<file path="config.mk">
export PLATFORM = sky130hd
export DESIGN_NAME = layer_scheduler_flat
export DESIGN_NICKNAME = d
export VERILOG_FILES = /design/src/rtl/layer_scheduler_pkg.sv /design/src/rtl/layer_scheduler_if.sv /design/src/rtl/layer_scheduler_bram_mux.sv /design/src/rtl/layer_scheduler.sv /design/src/flat_wrapper.sv
export SDC_FILE = /design/constraint.sdc
export NUM_CORES = 1
export LEC_CHECK = 0
export ABC_AREA = 1
export ABC_CLOCK_PERIOD_IN_PS = 3150
export BUFFER_PORTS_ARGS = -buffer_cell sky130_fd_sc_hd__buf_4
export CORE_UTILIZATION = 49
export DETAILED_ROUTE_END_ITERATION = 10
export PLACE_DENSITY_LB_ADDON = 0.05
export SLEW_MARGIN = 20
export SYNTH_ARGS = -nofsm -noshare
export SYNTH_HDL_FRONTEND = slang
export SYNTH_HIERARCHICAL = 1
export SYNTH_SLANG_ARGS = --single-unit
</file>
<file path="constraint.sdc">
create_clock -name clk -period 3.15 [get_ports clk]
set_input_delay 0.1575 -clock clk [delete_from_list [all_inputs] [get_ports clk]]
set_output_delay 0.1575 -clock clk [all_outputs]
set_load 0.03 [all_outputs]
</file>
<file path="src/rtl/layer_scheduler_pkg.sv">
// Shared types and width helpers for the layer scheduler.
package layer_scheduler_pkg;

    // Frame sequencer states
    typedef enum logic [2:0] {
        S_IDLE   = 3'd0,
        S_LAUNCH = 3'd1,
        S_RUN    = 3'd2,
        S_NEXT   = 3'd3,
        S_FINISH = 3'd4
    } sched_state_t;

    // Activation word width shared with the layer engines
    localparam int CNN_DATA_WIDTH = 16;

    // Bits needed to index n items (never below 1)
    function automatic int idx_width(input int n);
        return (n <= 2) ? 1 : $clog2(n);
    endfunction

    // Bits needed to hold the value n (never below 1)
    function automatic int cnt_width(input int n);
        return (n < 1) ? 1 : $clog2(n + 1);
    endfunction

endpackage

</file>
<file path="src/rtl/layer_scheduler_if.sv">
// Layer-engine handshake and shared activation BRAM port bundle.
interface layer_scheduler_if #(
    parameter int NUM_LAYERS = 4,
    parameter int AW         = 13,
    parameter int DATA_WIDTH = 16
);
    logic [NUM_LAYERS-1:0]            layer_start;
    logic [NUM_LAYERS-1:0]            layer_done;
    logic [NUM_LAYERS*AW-1:0]         lyr_addr;
    logic [NUM_LAYERS-1:0]            lyr_en;
    logic [NUM_LAYERS-1:0]            lyr_we;
    logic [NUM_LAYERS*DATA_WIDTH-1:0] lyr_d;
    logic [AW-1:0]                    mem_addr;
    logic                             mem_en;
    logic                             mem_we;
    logic signed [DATA_WIDTH-1:0]     mem_d;

    // Scheduler side: launches layers and owns the BRAM port
    modport master (
        output layer_start, mem_addr, mem_en, mem_we, mem_d,
        input  layer_done, lyr_addr, lyr_en, lyr_we, lyr_d
    );

    // Layer/BRAM side
    modport slave (
        input  layer_start, mem_addr, mem_en, mem_we, mem_d,
        output layer_done, lyr_addr, lyr_en, lyr_we, lyr_d
    );
endinterface

</file>
<file path="src/rtl/layer_scheduler_bram_mux.sv">
// Zero-latency mux handing the shared BRAM port to the granted layer.
module layer_scheduler_bram_mux #(
    parameter int NUM_LAYERS = 4,
    parameter int AW         = 13,
    parameter int DATA_WIDTH = 16
) (
    input  logic [NUM_LAYERS-1:0]            grant,
    input  logic [NUM_LAYERS*AW-1:0]         lyr_addr,
    input  logic [NUM_LAYERS-1:0]            lyr_en,
    input  logic [NUM_LAYERS-1:0]            lyr_we,
    input  logic [NUM_LAYERS*DATA_WIDTH-1:0] lyr_d,
    output logic [AW-1:0]                    mem_addr,
    output logic                             mem_en,
    output logic                             mem_we,
    output logic signed [DATA_WIDTH-1:0]     mem_d
);

    // Pass the one-hot granted request through; idle port reads as all zero
    always_comb begin
        mem_addr = '0;
        mem_en   = 1'b0;
        mem_we   = 1'b0;
        mem_d    = '0;
        for (int i = 0; i < NUM_LAYERS; i++) begin
            if (grant[i]) begin
                mem_addr = lyr_addr[i*AW +: AW];
                mem_en   = lyr_en[i];
                mem_we   = lyr_we[i];
                mem_d    = $signed(lyr_d[i*DATA_WIDTH +: DATA_WIDTH]);
            end
        end
    end

endmodule

</file>
<file path="src/rtl/layer_scheduler.sv">
// Frame sequencer: launches each layer in turn, grants it the shared
// activation BRAM while it runs, and aborts a layer that hangs.
module layer_scheduler
    import layer_scheduler_pkg::*;
#(
    parameter int NUM_LAYERS     = 4,
    parameter int AW             = 13,
    parameter int DATA_WIDTH     = CNN_DATA_WIDTH,
    parameter int TIMEOUT_CYCLES = 1 << 20,
    localparam int LW            = idx_width(NUM_LAYERS)
) (
    input  logic              clk,
    input  logic              reset,
    input  logic              start,
    layer_scheduler_if.master bus,
    output logic [LW-1:0]     cur_layer,
    output logic              busy,
    output logic              done,
    output logic              error
);

    localparam int              TW         = cnt_width(TIMEOUT_CYCLES);
    localparam logic [TW-1:0]   TIMER_LAST = TW'((TIMEOUT_CYCLES == 0) ? 0 : TIMEOUT_CYCLES - 1);
    localparam logic            WD_EN      = (TIMEOUT_CYCLES != 0);
    localparam logic [LW-1:0]   LAST_LAYER = LW'(NUM_LAYERS - 1);

    sched_state_t          state;
    sched_state_t          state_next;
    logic [TW-1:0]         timer;
    logic                  cur_done;
    logic                  timeout;
    logic                  grant_active;
    logic [NUM_LAYERS-1:0] grant;

    // Done from any layer other than the running one is ignored
    assign cur_done = bus.layer_done[cur_layer];
    assign timeout  = WD_EN && (timer == TIMER_LAST);

    // State register
    always_ff @(posedge clk or posedge reset) begin
        if (reset) state <= S_IDLE;
        else       state <= state_next;
    end

    // Next-state logic and state-decoded outputs
    always_comb begin
        state_next      = state;
        bus.layer_start = '0;
        busy            = 1'b0;
        done            = 1'b0;
        grant_active    = 1'b0;
        case (state)
            S_IDLE: begin
                if (start) state_next = S_LAUNCH;
            end
            S_LAUNCH: begin
                bus.layer_start[cur_layer] = 1'b1;
                busy         = 1'b1;
                grant_active = 1'b1;
                state_next   = S_RUN;
            end
            S_RUN: begin
                busy         = 1'b1;
                grant_active = 1'b1;
                // A done arriving on the terminal count still completes the layer
                if (cur_done)     state_next = S_NEXT;
                else if (timeout) state_next = S_IDLE;
            end
            S_NEXT: begin
                busy       = 1'b1;
                state_next = (cur_layer == LAST_LAYER) ? S_FINISH : S_LAUNCH;
            end
            S_FINISH: begin
                done       = 1'b1;
                state_next = S_IDLE;
            end
            default: state_next = S_IDLE;
        endcase
    end

    // Layer index, watchdog timer and sticky abort flag
    always_ff @(posedge clk or posedge reset) begin
        if (reset) begin
            cur_layer <= '0;
            timer     <= '0;
            error     <= 1'b0;
        end else begin
            case (state)
                S_IDLE: begin
                    if (start) begin
                        cur_layer <= '0;
                        error     <= 1'b0;
                    end
                end
                S_LAUNCH: timer <= '0;
                S_RUN: begin
                    if (WD_EN) timer <= timer + TW'(1);
                    if (!cur_done && timeout) error <= 1'b1;
                end
                S_NEXT: begin
                    if (cur_layer != LAST_LAYER) cur_layer <= cur_layer + LW'(1);
                end
                default: ;
            endcase
        end
    end

    // One-hot grant to the running layer during LAUNCH and RUN only
    always_comb begin
        grant = '0;
        for (int i = 0; i < NUM_LAYERS; i++) begin
            grant[i] = grant_active && (cur_layer == LW'(i));
        end
    end

    layer_scheduler_bram_mux #(
        .NUM_LAYERS (NUM_LAYERS),
        .AW         (AW),
        .DATA_WIDTH (DATA_WIDTH)
    ) u_mux (
        .grant    (grant),
        .lyr_addr (bus.lyr_addr),
        .lyr_en   (bus.lyr_en),
        .lyr_we   (bus.lyr_we),
        .lyr_d    (bus.lyr_d),
        .mem_addr (bus.mem_addr),
        .mem_en   (bus.mem_en),
        .mem_we   (bus.mem_we),
        .mem_d    (bus.mem_d)
    );

endmodule

</file>
<file path="src/flat_wrapper.sv">
// flat-port wrapper written by rule: the top's interface ports become plain ports
module layer_scheduler_flat import layer_scheduler_pkg::*;
#(
    parameter int NUM_LAYERS     = 4,
    parameter int AW             = 13,
    parameter int DATA_WIDTH     = CNN_DATA_WIDTH,
    parameter int TIMEOUT_CYCLES = 1 << 20,
    localparam int LW            = idx_width(NUM_LAYERS)
)
  (clk, reset, start, cur_layer, busy, done, error, bus_layer_start, bus_mem_addr, bus_mem_en, bus_mem_we, bus_mem_d, bus_layer_done, bus_lyr_addr, bus_lyr_en, bus_lyr_we, bus_lyr_d);
  layer_scheduler_if #(.NUM_LAYERS(NUM_LAYERS), .AW(AW), .DATA_WIDTH(DATA_WIDTH)) bus_i ();
  input  logic clk;
  input  logic reset;
  input  logic start;
  output logic [LW-1:0] cur_layer;
  output logic busy;
  output logic done;
  output logic error;
  output wire logic [$bits(bus_i.layer_start)-1:0] bus_layer_start;
  output wire logic [$bits(bus_i.mem_addr)-1:0] bus_mem_addr;
  output wire logic [$bits(bus_i.mem_en)-1:0] bus_mem_en;
  output wire logic [$bits(bus_i.mem_we)-1:0] bus_mem_we;
  output wire logic [$bits(bus_i.mem_d)-1:0] bus_mem_d;
  input wire logic [$bits(bus_i.layer_done)-1:0] bus_layer_done;
  input wire logic [$bits(bus_i.lyr_addr)-1:0] bus_lyr_addr;
  input wire logic [$bits(bus_i.lyr_en)-1:0] bus_lyr_en;
  input wire logic [$bits(bus_i.lyr_we)-1:0] bus_lyr_we;
  input wire logic [$bits(bus_i.lyr_d)-1:0] bus_lyr_d;
  assign bus_layer_start = bus_i.layer_start;
  assign bus_mem_addr = bus_i.mem_addr;
  assign bus_mem_en = bus_i.mem_en;
  assign bus_mem_we = bus_i.mem_we;
  assign bus_mem_d = bus_i.mem_d;
  assign bus_i.layer_done = bus_layer_done;
  assign bus_i.lyr_addr = bus_lyr_addr;
  assign bus_i.lyr_en = bus_lyr_en;
  assign bus_i.lyr_we = bus_lyr_we;
  assign bus_i.lyr_d = bus_lyr_d;
  layer_scheduler #(.NUM_LAYERS(NUM_LAYERS), .AW(AW), .DATA_WIDTH(DATA_WIDTH), .TIMEOUT_CYCLES(TIMEOUT_CYCLES)) u_core (.clk(clk), .reset(reset), .start(start), .bus(bus_i), .cur_layer(cur_layer), .busy(busy), .done(done), .error(error));
endmodule
</file>
==> results.py, run 1 <==
metrics = {
    "routing": {
        "drcViolationCount": 0,
        "vias_per_cell": 5.169,
        "via_count": 3846,
        "wl_per_cell_um": 13.60,
        "routed_wl_mm": 10.12,
        "wl_met1_mm": 3.859,
        "first_pass_iters": 5,
        "routed.top_layer": "met4",
        "antenna_left": 0,
        "wl_met3_um": 849,
        "wl_met2_mm": 5.112,
        "drt_iter0_drc": 191,
    },
    "global_routing": {
        "grt-ovfl-total": 0,
        "grt_util_all_layers": 0.3074,
        "grt_max_degree": 63,
        "antenna_found_initial": 0,
        "grt_pass1_wl_mm": 15.54,
        "grt_pass1_vias": 3374,
    },
    "power": {
        "power.leakage_uw": 0.002466,
        "intPower_uw": 1323,
        "finalPower_uw": 3068,
        "netSwitchingFraction": 0.5686,
        "clkPwrFrac": 0.065,
        "max-vdd-ir-drop_v": 0.0005659,
        "combinationalPowerShare": 0.792,
        "p_seq_frac": 0.142,
        "power_density_nw_per_um2": 723.1,
        "p_sw_uw": 1745,
    },
    "clocking": {
        "cts_resized": 0,
        "cts_buffer_depth": 2,
        "clkSinkCount": 27,
        "cts-root-buf": "clkbuf_8",
        "numCtsBuffers": 3,
        "cts_setup_buffers": 0,
        "clk_pin_slew_ns": 0.09,
        "htreeDepth": 1,
        "holdBufCountCts": 0,
        "clk-insertion-delay-late_ns": 0.27,
        "cts_tree": "built",
    },
    "layout": {
        "nets": 809,
        "area_growth_pct": 43.63,
        "final_cell_mix": "204 x nand2_1, 174 x buf_4, 67 x a21oi_1",
        "final_common_cell": "nand2_1",
        "num-fill-cells": 493,
        "insertedDiodeCount": 0,
        "fin_util": 0.7521,
        "drive_gt1_frac": 0.2902,
    },
    "setup_path": {
        "path_max_fanout": 31,
        "critPathKind": "flip-flop to output port",
        "ff2ff_setup_slack_ns": 1.54,
        "timing.rr.start": "u_core/timer[0]",
        "arrival_ns": 2.39,
        "reg2reg_to": "u_core/timer[14]",
        "end_kind": "output port",
        "crit_path_start_kind": "flip-flop",
        "worstPathRequired_ns": 2.99,
        "startpoint": "u_core/state[2]",
        "rr_worst_depth": 8,
    },
    "floorplan": {
        "start_util": 0.5236,
        "core_um2": 5642,
        "die_y_um": 79.65,
        "io_pins": 171,
        "std_cell_rows": 27,
        "die_area_um2": 6343,
        "dieWidth_um": 79.65,
    },
    "logic_synthesis": {
        "ys_ff_latch": 27,
        "synth_nets": 656,
        "synth.avg_cell_area_um2": 5.681,
        "synthDistinctLibCells": 30,
        "netlist_area_um2": 2954,
        "yosysWarnings": 6,
        "syn_inst": 520,
        "synth_seq_area_share": 0.2287,
    },
    "timing": {
        "post-route-min-period_ns": 2.545,
        "fin_skew_ns": 0.003900,
        "rsz0062_at_grt": "false",
        "setup_viol": 0,
        "hold_viol": 16,
        "tightest_slew_ns": 1.001,
        "max_freq_mhz": 392.9,
        "relSlewSlack": 0.3285,
        "slew_viol_final": 0,
        "timing.final.crit_share": 0.8080,
        "worst_hold_slack_ns": -0.008417,
        "setup_tns_ns": 0,
    },
    "place": {
        "io_buffers": 170,
        "hpwl_mm": 7.782,
        "globalplace.congestion": 0.8994,
    },
    "outcome": {
        "outcome": "complete, but fails checks",
        "failed_checks": "negative hold slack",
    },
    "worst_hold_path": {
        "hp-class": "primary input to asynchronous set/reset pin",
    },
    "job": {
        "cap_violations": 0,
    },
}
==> cell families (layout without fill, tap and decap cells) <==
logic type | after synthesis | in the layout | synth area share
flops | 27 | 27 | 0.2287
compound gates | 83 | 83 | 0.1436
simple gates | 313 | 313 | 0.4587
buf+inv | 92 | 244 | 0.1478
fa+ha+maj | 5 | 5 | 0.02118
==> synth_stat cells, drive strengths merged <==
| cell | n | share of area |
|---|---|---|
| a21oi | 67 | 0.11 |
| buf | 26 | 0.064 |
| nand2 | 206 | 0.27 |
| nand4 | 3 | 0.0064 |
| nor3 | 3 | 0.011 |
| o21bai | 1 | 0.0025 |
| nor2 | 39 | 0.061 |
| inv | 65 | 0.083 |
| nand3 | 59 | 0.10 |
| o32ai | 1 | 0.0030 |
| nor4 | 1 | 0.0021 |
| o21ai | 13 | 0.022 |
| ha | 5 | 0.021 |
| a21boi | 1 | 0.0025 |
| clkbuf | 1 | 0.0013 |
| nand3b | 2 | 0.0093 |
| dfrtp | 27 | 0.23 |
==> area by class of cell <==
class                           instances  area, µm²  share of cell area
Clock buffer                            4      45.04             0.01062
Inverter                               65      244.0             0.05751
Multi-Input combinational cell        401       1862              0.4388
Sequential cell                        27      675.6              0.1592
Tap cell                               72      90.09             0.02123
Timing Repair Buffer                  175       1326              0.3126
==> flip-flops by register name (all words and copies together), names as in the netlist <==
name / count
u_core/error: 1
u_core/cur_layer: 2
u_core/state: 3
u_core/timer: 21
==> power groups by stage <==
stage / clock [µW] / sequential, µW / combinational [µW]
final: 200 / 437 / 2430
after global routing: 221 / 443 / 2630
after CTS: 206 / 435 / 2430
after detailed placement: 0 / 442 / 2420
after global placement: 0 / 439 / 2380
after floorplan: 0 / 447 / 1630
==> worst max-delay path by stage <==
| stage | end | slack (ns) | depth (start not counted) |
|---|---|---|---|
| floorplan | bus_mem_addr[0] | 1.26 | 9 |
| global placement | bus_mem_en | 1.0 | 11 |
| detailed placement | bus_mem_en | 0.91 | 11 |
| CTS | bus_mem_en | 0.60 | 11 |
| global route | bus_mem_d[5] | 0.44 | 10 |
| finish | bus_mem_en | 0.60 | 11 |
==> per-stage QoR <==
step                worst slack (ns)  instances  cell area [µm²]
floorplan                      1.257        520             2954
global placement              0.9993        740             4198
detailed placement            0.9104        740             4198
CTS                           0.6025        744             4243
global route                  0.4386        744             4243
finish                        0.6049        744             4243
==> critical path: stages (launching register included) <==
cell and delay, ns:
dfrtp_1 0.42, inv_1 0.12, nand3_4 0.15, nand2_1 0.09
inv_1 0.29, nor2_2 0.07, inv_2 0.39, nand3_1 0.20
nand2_1 0.11, nand2_1 0.05, nand2_1 0.05, buf_4 0.15
==> metal layers <==
layer / global-route usage / up-vias
li1: - / 1936
met1: 0.3686 / 1725
met2: 0.5427 / 158
met3: 0.05257 / 27
met4: 0.1164 / 0
met5: 0 / -
Note: power is estimated with default switching activity, not from simulation.
==> run 2, diff against run 1 <==
- ABC_AREA: 1 -> 0
- ABC_CLOCK_PERIOD_IN_PS: 3150 -> 2200
- CORE_UTILIZATION: 49 -> 38
- clock period: 3.15 -> 2.2 ns (I/O delays scaled with it)
==> run 2 against run 1 <==
The run now ends clean. Critical path depth is 2 lower. Critical endpoint is now bus_mem_d[5]. Worst setup slack worse by 0.55 ns. Design area decreased by 5.6%. Die area up 4.7%. Critical path type unchanged. Clock power is 38% higher. Power is 83% higher. Area after synthesis decreased by 19%. Via count down 24%. Global-route usage shrank 7.1 points. Final cell count shrank 28%.
==> results.py, run 2 <==
metrics = {
    "routing": {
        "drcViolationCount": 0,
        "wl_per_cell_um": 16.51,
        "first_pass_iters": 4,
        "vias_per_cell": 5.502,
        "drt_iter0_drc": 166,
        "via_count": 2938,
        "routed_wl_mm": 8.814,
        "antenna_left": 0,
    },
    "timing": {
        "hold_viol": 0,
        "max_freq_mhz": 466.5,
        "fin_skew_ns": 0.006688,
        "timing.final.crit_share": 0.9744,
        "tightest_slew_ns": 0.5536,
        "post-route-min-period_ns": 2.144,
        "setup_viol": 0,
        "rsz0062_at_grt": "true",
        "relSlewSlack": 0.6279,
        "slew_viol_final": 0,
        "worst_hold_slack_ns": 0.2248,
    },
    "logic_synthesis": {
        "yosysTopAreaCell": "dfrtp_1",
        "ys_ff_latch": 27,
        "synth.avg_cell_area_um2": 8.425,
        "synthDistinctLibCells": 46,
        "netlist_area_um2": 2401,
        "synth_seq_area_share": 0.2814,
        "yosysWarnings": 6,
        "synth_nets": 421,
        "synth_area_leaders": "dfrtp_1 28%, o22ai_1 7.8%, a22oi_1 5.9%, mux2i_1 5.8%, a21oi_1 5.4%",
        "synth_ff_type": "dfrtp_1",
        "synth_top_area_share": 0.2814,
        "syn_inst": 285,
        "synth_most_common_cell": "nand2_1",
        "synth_common_cells": "32 x nand2_1, 30 x o22ai_1, 27 x dfrtp_1, 26 x a21oi_1, 19 x a22oi_1",
        "synth-edff-count": 0,
        "async_reset_ff_frac": 1.000,
    },
    "layout": {
        "insertedDiodeCount": 0,
        "final_cells": 534,
        "top_regs": "u_core/timer x21, u_core/state x3, u_core/cur_layer x2",
        "largest_reg_flops": 21,
        "nets": 596,
        "area_growth_pct": 66.81,
        "drive_gt1_frac": 0.5098,
        "final_common_cell": "buf_4",
        "regMostFlops": "u_core/timer",
        "final_cell_mix": "182 x buf_4, 32 x nand2_1, 30 x o22ai_1",
    },
    "clocking": {
        "clkSinkCount": 27,
        "clk_pin_slew_ns": 0.08,
        "cts_buffer_depth": 2,
        "htreeDepth": 1,
        "cts-root-buf": "clkbuf_8",
        "cts_tree": "built",
        "clk-insertion-delay-late_ns": 0.27,
        "numCtsBuffers": 3,
    },
    "global_routing": {
        "antenna_found_initial": 0,
        "grt_pass1_vias": 2650,
        "grt-ovfl-total": 0,
        "grt_max_degree": 34,
        "grt_util_all_layers": 0.2366,
        "grt_pass1_wl_mm": 12.39,
    },
    "worst_hold_path": {
        "min_from": "start",
        "min_to": "u_core/cur_layer[0]",
        "hp-class": "primary input to flip-flop",
        "hold_depth": 4,
    },
    "floorplan": {
        "die_y_um": 81.49,
        "io_pins": 171,
        "die_area_um2": 6641,
        "dieWidth_um": 81.49,
        "start_util": 0.4008,
        "std_cell_rows": 28,
        "core_um2": 5991,
    },
    "place": {
        "place_inst": 521,
        "globalplace.congestion": 0.7638,
        "io_buffers": 170,
        "hpwl_mm": 6.699,
    },
    "setup_path": {
        "reg2reg_to": "u_core/timer[14]",
        "rr_worst_depth": 5,
        "critPathKind": "flip-flop to output port",
        "startpoint": "u_core/state[1]",
        "worstPathRequired_ns": 2.09,
        "ff2ff_setup_slack_ns": 0.29,
        "path_max_fanout": 6,
        "crit_path_start_kind": "flip-flop",
        "end_kind": "output port",
        "arrival_ns": 2.03,
        "timing.rr.start": "u_core/state[0]",
    },
    "power": {
        "max-vdd-ir-drop_v": 0.001030,
        "power.leakage_uw": 0.001944,
        "power_density_nw_per_um2": 1401,
        "finalPower_uw": 5612,
    },
    "outcome": {
        "outcome": "finished clean",
    },
    "job": {
        "cap_violations": 0,
    },
}
==> run 2: cell types whose count changed after synthesis, sizes merged, moves of 4 or more <==
cell    change
mux2i      +14
inv        -59
nor2       -27
a22oi      +29
and3        +4
a21oi      -31
buf        -10
clkbuf      +6
nand2     -174
nand3      -51
and2        +7
o21ai       -5
o22ai      +30
==> run 2: per-stage QoR <==
step / setup TNS (ns) / instance area (µm²) / util / worst slack, ns
2_1_floorplan: 0 / 2401 / - / 0.05540
3_3_place_gp: 0 / 3789 / 0.6324 / 0.2750
3_5_place_dp: 0 / 3789 / 0.6324 / 0.2169
4_1_cts: 0 / 3881 / 0.6479 / 0.009773
5_1_grt: -0.4961 / 4005 / 0.6685 / -0.05615
6_report: 0 / 4005 / 0.6685 / 0.05629
==> run 2: worst max-delay path: stages, from the launching register on <==
cell and delay (ns):
dfrtp_1 0.42, xnor2_2 0.16, nor2_2 0.16, and2_4 0.18
nor2b_4 0.15, buf_12 0.14, buf_12 0.11, a22oi_1 0.05
a21oi_1 0.19, buf_4 0.20
==> run 2: repair_timing <==
action	in CTS	in global routing
buffers inserted	2	4
pin swaps	1	11
gates resized for setup	3	9
endpoints found under the hold margin	27	0
cloned	0	2
hold buffers	1	0
endpoints found under the setup margin	29	31
==> run 2: cell type report <==
| cell class | count | area (µm²) |
|---|---|---|
| multi-input combinational | 229 | 1589 |
| timing repair buffer | 193 | 1578 |
| sequential | 27 | 675.6 |
| clock buffer | 3 | 41.29 |
| clock inverter | 1 | 5.005 |
| fill | 526 | 1986 |
| tap | 75 | 93.84 |
| inverter | 6 | 22.52 |
==> run 2: logic make-up (layout without fill, tap and decap cells) <==
| family | Yosys count | count (layout) | share of synthesized area |
|---|---|---|---|
| and+or+nand+nor | 91 | 91 | 0.2116 |
| AOI/OAI and AO/OA | 115 | 115 | 0.3345 |
| buffers and inverters | 29 | 203 | 0.06775 |
| xor gates and xnor gates | 3 | 3 | 0.01095 |
| muxes | 15 | 15 | 0.06774 |
| DFF | 27 | 27 | 0.2814 |
| adders and majority gates | 5 | 5 | 0.02606 |
==> run 2: worst max-delay path by stage <==
| stage | slack, ns | to | cells past startpoint |
|---|---|---|---|
| final | 0.06 | bus_mem_d[5] | 9 |
| after floorplan | 0.06 | bus_mem_d[10] | 9 |
| after CTS | 0.01 | bus_mem_d[8] | 8 |
| after global routing | -0.06 | bus_mem_d[5] | 9 |
| after global placement | 0.28 | bus_mem_we | 7 |
| after detailed placement | 0.22 | bus_mem_d[10] | 8 |
==> run 2: layer usage <==
metal	track usage	part of all wire	vias up	routed length, µm
li1	-	-	1446	-
met1	0.2919	0.40	1366	3497
met2	0.4242	0.51	122	4504
met3	0.06222	0.090	4	789
met4	0.02143	0.0025	0	22
met5	0	0	-	0
==> run 2: where the power goes <==
part,switching (µW),internal [µW],total [µW]
registers,68.2,554,622
logic,2660,2060,4710
clock network,149,127,276
total,2870,2740,5610
==> run 3, diff against run 2 <==
- ABC_CLOCK_PERIOD_IN_PS: 2200 -> 2300
- BUFFER_PORTS_ARGS: -buffer_cell sky130_fd_sc_hd__buf_4 -> -buffer_cell sky130_fd_sc_hd__clkbuf_2
- CORE_UTILIZATION: 38 -> 42
- clock period: 2.2 -> 2.3 ns (I/O delays scaled with it)
==> run 3 against run 2 <==
Power is 17% lower. Global-route usage is 1.6 points higher. Combinational power is 19% lower. Die area is 9.3% lower. Count of clock-buffer cells in the layout stayed put. Largest power group unchanged. Clock power hardly changed. Design area is 14% lower. Critical endpoint is now bus_mem_we. Final cell count is 2.2% lower.
==> results.py, run 3 (synthesis gave the netlist of run 2 again) <==
metrics = {
    "setup_path": {
        "crit_path_start_kind": "flip-flop",
        "end_kind": "output port",
        "arrival_ns": 2.06,
        "critPathKind": "flip-flop to output port",
        "timing.rr.start": "u_core/state[0]",
        "worstPathRequired_ns": 2.18,
        "path_max_fanout": 18,
        "startpoint": "u_core/state[0]",
    },
    "layout": {
        "num-fill-cells": 515,
        "nets": 587,
        "largest_reg_flops": 21,
        "fin_util": 0.6278,
        "final_common_cell": "clkbuf_2",
        "final_cell_mix": "160 x clkbuf_2, 32 x nand2_1, 29 x o22ai_1",
        "drive_gt1_frac": 0.4956,
        "insertedDiodeCount": 0,
        "area_growth_pct": 43.98,
        "top_regs": "u_core/timer x21, u_core/state x3, u_core/cur_layer x2",
        "final_cells": 522,
        "regMostFlops": "u_core/timer",
    },
    "job": {
        "cap_violations": 0,
    },
    "floorplan": {
        "std_cell_rows": 27,
        "io_pins": 171,
        "core_um2": 5507,
        "dieWidth_um": 77.61,
        "start_util": 0.4360,
        "die_y_um": 77.61,
        "die_area_um2": 6023,
    },
    "clocking": {
        "clk-insertion-delay-late_ns": 0.28,
        "cts_buffer_depth": 2,
        "htreeDepth": 1,
        "clk_pin_slew_ns": 0.09,
        "cts-root-buf": "clkbuf_8",
        "numCtsBuffers": 3,
        "cts_tree": "built",
        "clkSinkCount": 27,
    },
    "global_routing": {
        "met3_usage": 0.04353,
        "grtUsageMet2": 0.4699,
        "antenna_found_initial": 0,
        "busiest_layer": "met2",
        "grt_pass1_wl_mm": 12.34,
        "grt_pass1_vias": 2632,
        "met1_usage": 0.2928,
        "grt-ovfl-total": 0,
        "grt_max_degree": 34,
        "grt_util_all_layers": 0.2524,
    },
    "timing": {
        "hold_viol": 0,
        "tightest_slew_ns": 0.5752,
        "worst_hold_slack_ns": 0.2481,
        "setup_viol": 0,
        "max_freq_mhz": 459.7,
        "fin_skew_ns": 0.001928,
        "timing.final.crit_share": 0.9458,
        "post-route-min-period_ns": 2.175,
        "relSlewSlack": 0.6133,
        "slew_viol_final": 0,
    },
    "routing": {
        "first_pass_iters": 5,
        "routed_wl_mm": 7.889,
        "vias_per_cell": 5.467,
        "drt_iter0_drc": 153,
        "antenna_left": 0,
        "drcViolationCount": 0,
        "via_count": 2854,
        "wl_per_cell_um": 15.11,
    },
    "place": {
        "place_inst": 514,
        "hpwl_mm": 5.983,
        "io_buffers": 170,
        "globalplace.congestion": 0.7935,
    },
    "outcome": {
        "outcome": "finished clean",
    },
    "power": {
        "finalPower_uw": 4676,
        "power_density_nw_per_um2": 1352,
        "max-vdd-ir-drop_v": 0.001032,
        "power.leakage_uw": 0.001761,
    },
    "worst_hold_path": {
        "min_from": "start",
        "hp-class": "primary input to flip-flop",
    },
}
run 3: cell types whose count changed in the layout (fill, tap and decap cells not counted), moves of 2 or more:
cell      before  now
and2_1         3    6
clkbuf_4       0    3
and2_4         3    1
buf_12         7    3
clkbuf_2       0  160
buf_2          0    6
buf_4        182    8
run 3: timing repair:
item,4_1_cts,5_1_grt
setup endpoints to repair,11,31
hold buffers,1,0
hold endpoints to repair,27,0
resized for setup,2,21
buffers inserted,0,2
cloned,0,1
run 3: layer usage:
layer / part of all wire / wire, µm
met4: 0.017 / 137
met1: 0.40 / 3191
met5: 0 / 0
met3: 0.068 / 539
met2: 0.51 / 4020
run 3: worst max-delay path: stages (launching register included):
cell	delay, ns
dfrtp_1	0.42
xnor2_2	0.16
nor2_2	0.14
and2_1	0.22
nand2b_1	0.16
buf_6	0.19
o22ai_1	0.11
a21oi_1	0.17
clkbuf_4	0.22
run 3: metrics by stage:
stage          TNS (ns)  setup slack [ns]  area [µm²]
3_5_place_dp          0            0.2626        3317
6_report              0            0.1246        3457
2_1_floorplan         0            0.1504        2401
3_3_place_gp          0            0.3135        3317
5_1_grt        -0.02814          -0.01403        3457
4_1_cts               0           0.02158        3378
run 3: area by class of cell:
cell class | count | area, µm² | area share
clock buffers | 3 | 41.29 | 0.01194
clock inverters | 1 | 5.005 | 0.001448
inverters | 6 | 22.52 | 0.006515
multi-input cells | 229 | 1587 | 0.4589
flip-flops and latches | 27 | 676.9 | 0.1958
well taps | 72 | 90.09 | 0.02606
repair buffers | 184 | 1035 | 0.2993
run 3: path summary, 6_finish.rpt:
check | slack, ns | end | cells past startpoint
setup / recovery | 0.12 | bus_mem_we | 8
hold / removal | 0.25 | u_core/state[0] | 3
setup reg to reg | 0.36 | u_core/timer[14] | 5
hold reg to reg | 0.49 | u_core/timer[20] | 1
max in group asynchronous | 1.60 | u_core/cur_layer[0] | 4
min in group asynchronous | 0.42 | u_core/timer[17] | 4
run 3: power by group:
part / total, µW / internal [µW] / switching, µW
registers: 598 / 532 / 66.6
logic: 3800 / 1370 / 2430
clock network: 279 / 122 / 157
total: 4680 / 2020 / 2660
